### src/rtl/systolic_result_collector.sv
// Result collector behind the systolic array.
// Captures N_SIZE result rows of C into a local NxN buffer, then streams the
// elements out in row-major order on a valid/ready interface. Rows arriving
// while the buffer is draining are dropped and flagged by a sticky overrun.
module systolic_result_collector #(
    parameter int DATAWIDTH = 16,
    parameter int N_SIZE    = 5,
    localparam int IDXW     = $clog2(N_SIZE)
) (
    input  logic                                 clk,
    input  logic                                 rst_n,
    input  logic                                 valid_in,
    input  logic [N_SIZE-1:0][2*DATAWIDTH-1:0]   row_in,
    input  logic                                 flush,
    output logic                                 m_valid,
    input  logic                                 m_ready,
    output logic signed [2*DATAWIDTH-1:0]        m_data,
    output logic [IDXW-1:0]                      m_row,
    output logic [IDXW-1:0]                      m_col,
    output logic                                 m_last,
    output logic                                 busy,
    output logic                                 overrun
);

    localparam int                EW       = 2 * DATAWIDTH;
    localparam logic [IDXW-1:0]   LAST_IDX = IDXW'(N_SIZE - 1);

    typedef enum logic [1:0] {
        ST_IDLE    = 2'd0,
        ST_CAPTURE = 2'd1,
        ST_DRAIN   = 2'd2
    } state_t;

    state_t            state_q, state_d;
    logic [IDXW-1:0]   wr_row_q, wr_row_d;
    logic [IDXW-1:0]   rd_row_q, rd_row_d;
    logic [IDXW-1:0]   rd_col_q, rd_col_d;
    logic              m_valid_q, m_valid_d;
    logic              m_last_q, m_last_d;
    logic              overrun_q, overrun_d;

    // Row write port into the buffer
    logic              wr_en;
    logic [IDXW-1:0]   wr_idx;

    // Result buffer; contents are never reset, only valid once a matrix is captured
    logic [EW-1:0]     mem_q [N_SIZE][N_SIZE];

    // Next-state logic: capture counting, drain pointer walk, overrun tracking
    always_comb begin
        state_d   = state_q;
        wr_row_d  = wr_row_q;
        rd_row_d  = rd_row_q;
        rd_col_d  = rd_col_q;
        m_valid_d = m_valid_q;
        m_last_d  = m_last_q;
        overrun_d = overrun_q;
        wr_en     = 1'b0;
        wr_idx    = wr_row_q;

        if (flush) begin
            // Abort wins over any row or handshake in the same cycle; the row
            // is discarded silently, so overrun is left alone.
            state_d   = ST_IDLE;
            wr_row_d  = '0;
            rd_row_d  = '0;
            rd_col_d  = '0;
            m_valid_d = 1'b0;
            m_last_d  = 1'b0;
        end else begin
            case (state_q)
                ST_IDLE: begin
                    if (valid_in) begin
                        wr_en    = 1'b1;
                        wr_idx   = '0;
                        wr_row_d = IDXW'(1);
                        state_d  = ST_CAPTURE;
                    end
                end
                ST_CAPTURE: begin
                    if (valid_in) begin
                        wr_en  = 1'b1;
                        wr_idx = wr_row_q;
                        if (wr_row_q == LAST_IDX) begin
                            // Final row written: present C[0][0] next cycle
                            wr_row_d  = '0;
                            rd_row_d  = '0;
                            rd_col_d  = '0;
                            m_valid_d = 1'b1;
                            m_last_d  = 1'b0;
                            state_d   = ST_DRAIN;
                        end else begin
                            wr_row_d = wr_row_q + IDXW'(1);
                        end
                    end
                end
                ST_DRAIN: begin
                    // Buffer is still being read out, so an incoming row is lost
                    if (valid_in) begin
                        overrun_d = 1'b1;
                    end
                    if (m_valid_q && m_ready) begin
                        if (m_last_q) begin
                            state_d   = ST_IDLE;
                            rd_row_d  = '0;
                            rd_col_d  = '0;
                            m_valid_d = 1'b0;
                            m_last_d  = 1'b0;
                        end else begin
                            if (rd_col_q == LAST_IDX) begin
                                rd_col_d = '0;
                                rd_row_d = rd_row_q + IDXW'(1);
                            end else begin
                                rd_col_d = rd_col_q + IDXW'(1);
                            end
                            m_last_d = (rd_row_d == LAST_IDX) && (rd_col_d == LAST_IDX);
                        end
                    end
                end
                default: begin
                    state_d   = ST_IDLE;
                    wr_row_d  = '0;
                    rd_row_d  = '0;
                    rd_col_d  = '0;
                    m_valid_d = 1'b0;
                    m_last_d  = 1'b0;
                end
            endcase
        end
    end

    // Control and output registers with asynchronous reset
    always_ff @(posedge clk or negedge rst_n) begin
        if (!rst_n) begin
            state_q   <= ST_IDLE;
            wr_row_q  <= '0;
            rd_row_q  <= '0;
            rd_col_q  <= '0;
            m_valid_q <= 1'b0;
            m_last_q  <= 1'b0;
            overrun_q <= 1'b0;
        end else begin
            state_q   <= state_d;
            wr_row_q  <= wr_row_d;
            rd_row_q  <= rd_row_d;
            rd_col_q  <= rd_col_d;
            m_valid_q <= m_valid_d;
            m_last_q  <= m_last_d;
            overrun_q <= overrun_d;
        end
    end

    // Buffer write: a whole row of C lands in one cycle
    always_ff @(posedge clk) begin
        if (wr_en) begin
            for (int c = 0; c < N_SIZE; c++) begin
                mem_q[wr_idx][c] <= row_in[c];
            end
        end
    end

    // Element selection by the registered read pointers; zero when idle
    always_comb begin
        m_data = '0;
        if (m_valid_q) begin
            m_data = mem_q[rd_row_q][rd_col_q];
        end
    end

    assign m_valid = m_valid_q;
    assign m_last  = m_last_q;
    assign m_row   = rd_row_q;
    assign m_col   = rd_col_q;
    assign busy    = (state_q != ST_IDLE);
    assign overrun = overrun_q;

endmodule

### config.mk
export PLATFORM = sky130hd
export DESIGN_NAME = systolic_result_collector
export DESIGN_NICKNAME = d
export VERILOG_FILES = /design/src/rtl/systolic_result_collector.sv
export SDC_FILE = /design/constraint.sdc
export NUM_CORES = 1
export LEC_CHECK = 0
export CAP_MARGIN = 10
export CORE_ASPECT_RATIO = 0.7
export CORE_UTILIZATION = 35
export CTS_BUF_LIST = sky130_fd_sc_hd__clkbuf_4
export CTS_CLUSTER_DIAMETER = 120
export DETAILED_ROUTE_END_ITERATION = 8
export GPL_TIMING_DRIVEN = 0
export PLACE_DENSITY = 0.54
export SETUP_SLACK_MARGIN = 0.2
export SYNTH_ARGS = -nofsm -noshare
export SYNTH_HDL_FRONTEND = slang
export SYNTH_SLANG_ARGS = --single-unit
### constraint.sdc
create_clock -name clk -period 27.9 [get_ports clk]
set_input_delay 5.58 -clock clk [delete_from_list [all_inputs] [get_ports clk]]
set_output_delay 5.58 -clock clk [all_outputs]
set_load 0.05 [all_outputs]
==> impl_metrics.env, run 1 <==
export IMPL_status="finished clean"
export IMPL_min_from="overrun"
export IMPL_gp_congestion=0.769
export IMPL_core_um2=88500
export IMPL_final_nets=2078
export IMPL_ctsResizeCount=0
export IMPL_clk_path_buf_depth=3
export IMPL_timing_critical_path_required_ns=22.32
export IMPL_postCtsHoldBufs=0
export IMPL_holdPathEnd="overrun"
export IMPL_hold_depth=1
export IMPL_synth_largest_area_cell="edfxtp_1"
export IMPL_hold_path_class="reg2reg"
export IMPL_r2r_start="state_q[1]"
export IMPL_crit_top_cell="clkbuf_1"
export IMPL_place_inst=2871
export IMPL_synth_top_area_share_pct=76.6
export IMPL_grt_pass1_wl_um=122000
export IMPL_finalSetupViolations=0
export IMPL_ys_ff_latch=814
export IMPL_maxCapViolCount=0
export IMPL_max_vdd_ir_drop_mv=0.0328
export IMPL_vias=16800
export IMPL_rsz0062_at_grt="false"
export IMPL_fin_ws_ns=17.49
export IMPL_fin_crit_ns=10.41
export IMPL_antenna_found_initial=17
export IMPL_drt_pass1_iter_count=6
export IMPL_slew_violations=0
export IMPL_yosys_top_cells_area="edfxtp_1 (77%), mux4_2 (10%), mux2i_1 (3.5%), a22oi_1 (1.4%), dfrtp_1 (1.1%)"
export IMPL_wl_um=85400
export IMPL_worst_path_max_delay_cell="clkbuf_1"
export IMPL_finalHoldViolations=0
export IMPL_die_y_um=252
export IMPL_syn_cell_area_um2=31400
export IMPL_fillers=7674
export IMPL_clk_pin_slew_worst_paths_ns=0.07
export IMPL_dieArea_um2=90800
export IMPL_worstMarginPinSlew_ns=1.17
export IMPL_drt_initial_drc_count=1616
export IMPL_syn_mean_instance_area_um2=21.5
export IMPL_syn_inst=1460
export IMPL_cts_tree="yes"
export IMPL_cellLeakagePower_uw=0.0119
export IMPL_grt_use_total_pct=19.0
export IMPL_final_cells=3214
export IMPL_antenna_left=0
export IMPL_clock_sinks=814
export IMPL_detail_route_drc_violations=0
export IMPL_rr_worst_depth=11
export IMPL_rows=91
export IMPL_period_share_pct=37.3
export IMPL_syn_nets=1630
export IMPL_syn_to_final_growth_pct=21.4
export IMPL_synth_common_cells="edfxtp_1 (800), mux4_2 (142), mux2i_1 (109)"
export IMPL_synth_most_common_cell="edfxtp_1"
export IMPL_slowest_delay_ns=0.92
export IMPL_clock_root_buffer="clkbuf_4"
export IMPL_yosysUniqueCellTypes=53
export IMPL_multiInputGateArea_um2=6460
export IMPL_viasPerCell=5.22
export IMPL_grt_max_degree=49
export IMPL_synth_yosys_seq_area_share_pct=77.7
export IMPL_cp_cell_sequence="buf_2, inv_2, clkbuf_1, clkbuf_1, o221ai_1, clkdlybuf4s50_1"
export IMPL_end_kind="output port"
export IMPL_p_per_area_nw_per_um2=63.4
export IMPL_overflow=0
export IMPL_place_hpwl_um=55900
export IMPL_initial_core_util_pct=35.5
export IMPL_io_buffers=205
export IMPL_cts_buffers=197
export IMPL_ys_async_sr_fraction_pct=1.72
export IMPL_critPathKind="reg2out"
export IMPL_synth_edf_count=800
export IMPL_drive_above_1_share_pct=27.5
export IMPL_path_max_fanout=10
export IMPL_post_cts_buffers=0
export IMPL_power_uw=2420
export IMPL_setup_worst_path_start_class="register"
export IMPL_htreeDepth=4
export IMPL_hold_slack_ns=0.483
export IMPL_relSlewSlack_pct=22.0
export IMPL_io_pins=207
export IMPL_dp_slack_ns=18.50
export IMPL_fin_worst_skew_ns=0.0380
export IMPL_wire_per_inst_um=26.6
export IMPL_r2r_slack_ns=24.31
export IMPL_regArea_um2=24400
export IMPL_reg2reg_to="mem_q[4][77]"
export IMPL_synth_main_ff_cell="edfxtp_1"
export IMPL_grt_pass1_vias=17400
export IMPL_die_width_um=360
export IMPL_clk_latency_ns=1.03
export IMPL_ys_warn_count=0
export IMPL_cp_arrival_ns=4.83
export IMPL_fmax_mhz=96.0
state kept, by name, indices dropped and copies added (netlist names):
register	cells
m_last	1
mem_q	800
overrun	1
wr_row_q	3
m_col	3
m_row	3
state_q	2
m_valid	1
logic make-up (layout without fill, tap and decap cells):
| group | Yosys count | after routing | share of synthesized area, % |
|---|---|---|---|
| flip-flops | 814 | 814 | 77.7 |
| multiplexers | 260 | 260 | 14.4 |
| AO/OA/AOI/OAI | 172 | 172 | 4.07 |
| AND/OR/NAND/NOR | 113 | 113 | 1.79 |
| buffers and inverters | 95 | 677 | 1.83 |
| adder cells (fa/ha/maj) | 5 | 5 | 0.199 |
| XOR/XNOR | 1 | 1 | 0.0279 |
| other | 0 | 10 | 0 |
worst max-delay path by stage:
stage / start / cells after the start / to / slack [ns]
after floorplan: flush / 3 / mem_q[4][0] / 5.56
after global placement: valid_in / 3 / mem_q[4][13] / -3.81
after detailed placement: m_row[2] / 6 / m_data[30] / 18.50
after CTS: m_row[2] / 6 / m_data[30] / 17.27
after global routing: m_row[2] / 6 / m_data[30] / 17.21
final: m_row[2] / 6 / m_data[30] / 17.49
critical path: cells and delay by family, from the launching register on:
| kind | cells | cell delay [ns] |
|---|---|---|
| DFF | 1 | 0.39 |
| AOI/OAI and AO/OA | 1 | 0.50 |
| buffers and inverters | 5 | 2.89 |
power by group:
group | leakage, uW | internal [uW] | switching [uW]
Sequential | 0.00744 | 1360 | 3.92
Combinational | 0.00304 | 33.5 | 37.7
Clock | 0.00147 | 517 | 462
layout by cell type, fill, tap and decap left out, types with 20 or more instances in the layout:
cell	count
mux2i_1	109
a22oi_1	57
a31oi_1	20
buf_4	36
a22o_1	20
edfxtp_1	800
clkinv_1	34
o21ai_0	25
buf_2	30
clkdlybuf4s50_1	205
nand2_1	48
mux4_2	142
nand3_1	26
clkbuf_1	22
clkbuf_4	283
metrics by stage:
step	area, um2	util [%]	setup TNS (ns)
after floorplan	31400	-	0
after global placement	34900	39.4	-606.85
after detailed placement	35600	40.2	0
after CTS	38100	43.0	0
after global routing	38100	43.0	0
final	38100	43.0	0
layout make-up:
class                      instances  area share [%]
sequential                       814            64.0
multi-input combinational        551            17.0
timing repair buffer             249            7.11
clock buffer                     283            5.58
tap                             1162            3.82
buffer                            86            1.42
clock inverter                    50           0.972
inverter                           9          0.0887
antenna                           10          0.0657
layer usage:
| layer | vias to the layer above | GRT usage (%) | part of all wire [%] |
|---|---|---|---|
| met3 | 122 | 5.37 | 8.1 |
| met5 | - | 0 | 0.13 |
| met4 | 18 | 5.35 | 1.4 |
| li1 | 7225 | - | - |
| met1 | 8711 | 26.8 | 45 |
| met2 | 688 | 28.6 | 46 |
No activity file was read; power rests on OpenSTA's default activity.
==> inputs of run 2 (changes only) <==
clock period = 9.79 ns   (was 27.9 ns; I/O delays follow)
==> impl_metrics.env, run 2 (synthesis gave the netlist of run 1 again) <==
export IMPL_grt_pass1_wl_um=121000
export IMPL_drt_initial_drc_count=1484
export IMPL_post_cts_buffers=0
export IMPL_largest_register_ffs=800
export IMPL_period_share_pct=71.1
export IMPL_grt_max_degree=47
export IMPL_fin_ws_ns=2.83
export IMPL_clk_latency_ns=1.05
export IMPL_maxCapViolCount=0
export IMPL_critical_path_endpoint="m_data[30]"
export IMPL_grt_use_total_pct=18.9
export IMPL_htreeDepth=4
export IMPL_clock_sinks=814
export IMPL_power_uw=6880
export IMPL_cp_arrival_ns=5.00
export IMPL_hold_slack_ns=0.477
export IMPL_die_width_um=360
export IMPL_syn_to_final_growth_pct=21.8
export IMPL_cellLeakagePower_uw=0.0120
export IMPL_postCtsHoldBufs=0
export IMPL_final_nets=2076
export IMPL_io_pins=207
export IMPL_antenna_left=0
export IMPL_end_kind="output port"
export IMPL_r2r_slack_ns=6.38
export IMPL_wl_um=85200
export IMPL_combPwrFrac_pct=3.0
export IMPL_relSlewSlack_pct=20.7
export IMPL_clkPwrFrac_pct=40.5
export IMPL_final_common_cell="edfxtp_1"
export IMPL_ctsResizeCount=0
export IMPL_reg2reg_to="mem_q[1][107]"
export IMPL_rsz0062_at_grt="false"
export IMPL_grt_pass1_vias=17300
export IMPL_place_hpwl_um=56700
export IMPL_clock_root_buffer="clkbuf_4"
export IMPL_viasPerCell=5.17
export IMPL_rows=91
export IMPL_final_cell_mix="edfxtp_1 (800), clkbuf_4 (297), clkdlybuf4s50_1 (205)"
export IMPL_wire_per_inst_um=26.4
export IMPL_hold_path_class="reg2reg"
export IMPL_antenna_found_initial=18
export IMPL_io_buffers=205
export IMPL_top_register="mem_q"
export IMPL_power_switching_uw=1460
export IMPL_status="finished clean"
export IMPL_drive_above_1_share_pct=28.1
export IMPL_postLayoutCellArea_um2=38200
export IMPL_finalSetupViolations=0
export IMPL_p_per_area_nw_per_um2=180
export IMPL_setup_worst_path_start_class="register"
export IMPL_path_max_fanout=10
export IMPL_p_sw_share_pct=21.2
export IMPL_r2r_start="state_q[1]"
export IMPL_worstMarginPinSlew_ns=1.19
export IMPL_max_vdd_ir_drop_mv=0.0769
export IMPL_fmax_mhz=144
export IMPL_fin_tns_setup_ns=0
export IMPL_crit_path_start="m_row[2]"
export IMPL_fin_crit_ns=6.96
export IMPL_vias=16700
export IMPL_clk_path_buf_depth=3
export IMPL_cts_buffers=202
export IMPL_cts_tree="yes"
export IMPL_rr_worst_depth=8
export IMPL_timing_critical_path_required_ns=7.83
export IMPL_initial_core_util_pct=35.5
export IMPL_fin_worst_skew_ns=0.0531
export IMPL_hold_depth=1
export IMPL_clk_pin_slew_worst_paths_ns=0.06
export IMPL_gp_congestion=0.787
export IMPL_seq_power_share_pct=56.6
export IMPL_dp_slack_ns=3.94
export IMPL_dieArea_um2=90800
export IMPL_drt_pass1_iter_count=7
export IMPL_finalHoldViolations=0
export IMPL_p_int_uw=5420
export IMPL_critPathKind="reg2out"
export IMPL_core_um2=88500
export IMPL_slew_violations=0
export IMPL_place_area_um2=35600
export IMPL_die_y_um=252
export IMPL_overflow=0
export IMPL_detail_route_drc_violations=0
run 2: changes by cell type in the layout (fill, tap and decap cells not counted), sizes merged, moves of 2 or more:
cell | before | now
diode | 10 | 14
clkinv | 39 | 45
buf | 107 | 100
inv | 11 | 13
bufinv | 6 | 2
clkbuf | 306 | 320
run 2: final cells by class:
| cell class | instances | area [um2] |
|---|---|---|
| fill | 7745 | 50300 |
| sequential | 814 | 24400 |
| multi-input combinational | 551 | 6460 |
| timing repair buffer | 242 | 2750 |
| clock buffer | 297 | 2230 |
| tap | 1162 | 1450 |
| buffer | 86 | 542 |
| clock inverter | 53 | 320 |
| antenna | 14 | 35.0 |
| inverter | 9 | 33.8 |
run 2: critical path: stages, from the launching register on:
cell and delay (ns):
dfrtp_1 0.43, buf_2 0.26, inv_2 0.22, clkbuf_1 0.70
clkbuf_1 0.94, o221ai_1 0.54, clkdlybuf4s50_1 0.85
run 2: how the worst min path moves through the flow:
stage,startpoint,to
after detailed placement,overrun,overrun
after global placement,overrun,overrun
after CTS,overrun,overrun
final,overrun,overrun
after floorplan,wr_row_q[2],wr_row_q[2]
after global routing,overrun,overrun
run 2: per-stage QoR:
| step | util, % | cells |
|---|---|---|
| after global routing | 43.2 | 3221 |
| final | 43.2 | 3228 |
| after detailed placement | 40.3 | 2864 |
| after global placement | 39.4 | 2827 |
| after floorplan | - | 1460 |
| after CTS | 43.1 | 3214 |
run 2: power by group through the flow:
stage | registers [uW] | logic [uW] | clock network [uW]
CTS | 3890 | 207 | 2870
floorplan | 3970 | 54.2 | 0
detailed placement | 3960 | 207 | 0
finish | 3890 | 205 | 2780
global placement | 3980 | 185 | 0
global route | 3890 | 220 | 3040
run 2: per-layer routing:
layer	vias to the layer above	GRT usage [%]	routed length (um)
li1	7230	-	-
met1	8671	26.0	37800
met2	634	28.2	38600
met3	130	6.10	7100
met4	14	6.32	1670
met5	-	0	79
==> inputs of run 3 (changes only) <==
PLACE_DENSITY = 0.56   (was 0.54)
clock period = 6.01 ns   (was 9.79 ns; I/O delays follow)
==> impl_metrics.env, run 3 (synthesis gave the netlist of run 1 again) <==
export IMPL_fillers=7696
export IMPL_top_register="mem_q"
export IMPL_timing_critical_path_required_ns=4.81
export IMPL_vias=16700
export IMPL_top_layer="met5"
export IMPL_hold_slack_ns=0.377
export IMPL_multiInputGateArea_um2=6470
export IMPL_dieArea_um2=90800
export IMPL_cp_arrival_ns=4.38
export IMPL_finalSetupViolations=0
export IMPL_overflow=0
export IMPL_wire_per_inst_um=26.5
export IMPL_grt_use_total_pct=19.0
export IMPL_grt_pass1_vias=17600
export IMPL_slew_violations=0
export IMPL_initial_core_util_pct=35.5
export IMPL_syn_to_final_growth_pct=21.5
export IMPL_grt_max_degree=52
export IMPL_die_width_um=360
export IMPL_largest_register_ffs=800
export IMPL_drt_initial_drc_count=1436
export IMPL_clk_path_buf_depth=3
export IMPL_cts_tree="yes"
export IMPL_fin_util_pct=43.1
export IMPL_place_hpwl_um=56100
export IMPL_clock_root_buffer="clkbuf_4"
export IMPL_die_y_um=252
export IMPL_clock_sinks=814
export IMPL_viasPerCell=5.18
export IMPL_relSlewSlack_pct=33.4
export IMPL_critPathKind="reg2out"
export IMPL_clk_latency_ns=1.05
export IMPL_maxCapViolCount=0
export IMPL_grt_pass1_wl_um=122000
export IMPL_fin_crit_ns=5.58
export IMPL_final_common_cell="edfxtp_1"
export IMPL_end_kind="output port"
export IMPL_fmax_mhz=179
export IMPL_wl_met3_um=6450
export IMPL_rsz0062_at_grt="false"
export IMPL_wl_met2_um=39100
export IMPL_hold_path_class="in2reg"
export IMPL_gp_congestion=0.783
export IMPL_p_per_area_nw_per_um2=290
export IMPL_rows=91
export IMPL_core_um2=88500
export IMPL_final_cells=3222
export IMPL_postLayoutCellArea_um2=38100
export IMPL_place_area_um2=35600
export IMPL_fin_worst_skew_ns=0.0594
export IMPL_period_share_pct=92.8
export IMPL_drt_pass1_iter_count=7
export IMPL_antenna_found_initial=14
export IMPL_io_pins=207
export IMPL_final_cell_mix="edfxtp_1 (800), clkbuf_4 (284), clkdlybuf4s50_1 (200)"
export IMPL_io_buffers=205
export IMPL_wl_um=85300
export IMPL_m1WireLength_um=38200
export IMPL_postCtsHoldBufs=0
export IMPL_drive_above_1_share_pct=27.8
export IMPL_max_vdd_ir_drop_mv=0.148
export IMPL_detail_route_drc_violations=0
export IMPL_antenna_left=0
export IMPL_setup_worst_path_start_class="register"
export IMPL_worstMarginPinSlew_ns=0.998
export IMPL_regArea_um2=24400
export IMPL_cellLeakagePower_uw=0.0121
export IMPL_status="finished clean"
export IMPL_htreeDepth=4
export IMPL_finalHoldViolations=0
export IMPL_cts_buffers=203
export IMPL_place_inst=2863
export IMPL_final_nets=2077
export IMPL_r2r_slack_ns=2.65
export IMPL_path_max_fanout=10
export IMPL_clk_pin_slew_worst_paths_ns=0.07
run 3: final timing paths:
path                                  from          end  cells after the start
worst min register to register     overrun      overrun                      1
worst min-delay path                 flush  wr_row_q[0]                      2
max in group asynchronous            rst_n      m_valid                      1
worst max register to register  state_q[0]  mem_q[3][6]                      9
worst max-delay path              m_col[1]   m_data[25]                      7
min in group asynchronous            rst_n  wr_row_q[0]                      1
run 3: cell type report:
cell class	instances	share of cell area, %
antenna	4	0.0263
sequential	814	63.9
timing repair buffer	242	7.21
tap	1162	3.81
inverter	9	0.0886
clock buffer	284	5.59
buffer	86	1.51
clock inverter	70	0.834
multi-input combinational	551	17.0
run 3: report_power, final:
group	leakage, uW	internal [uW]	switching (uW)
registers	0.00744	6320	18.8
logic	0.00315	159	173
clock network	0.00146	2180	2200
run 3: layer usage:
metal / track usage (%) / vias up
li1: - / 7226
met1: 26.2 / 8706
met2: 28.6 / 628
met3: 5.98 / 123
met4: 5.82 / 18
met5: 0 / -
run 3: what timing repair did:
item                                    CTS  global route
resized for setup                         9            15
endpoints found under the setup margin   15            12
buffers inserted                          1             0
pin swaps                                 1             0
run 3: worst max-delay path, cell delays in order (launching register included):
cell	delay (ns)
dfrtp_1	0.52
buf_4	0.31
inv_1	0.11
nor2_1	0.30
clkbuf_1	0.71
a221o_1	0.50
nand3_1	0.16
clkdlybuf4s50_1	0.73
run 3: through the flow:
step	setup WS, ns	TNS [ns]	total power, uW
floorplan	-1.24	-286.98	6560
global placement	-4.73	-1918.65	6780
detailed placement	0.952	0	6790
CTS	0.111	0	11200
global route	0.222	0	11500
finish	0.432	0	11100
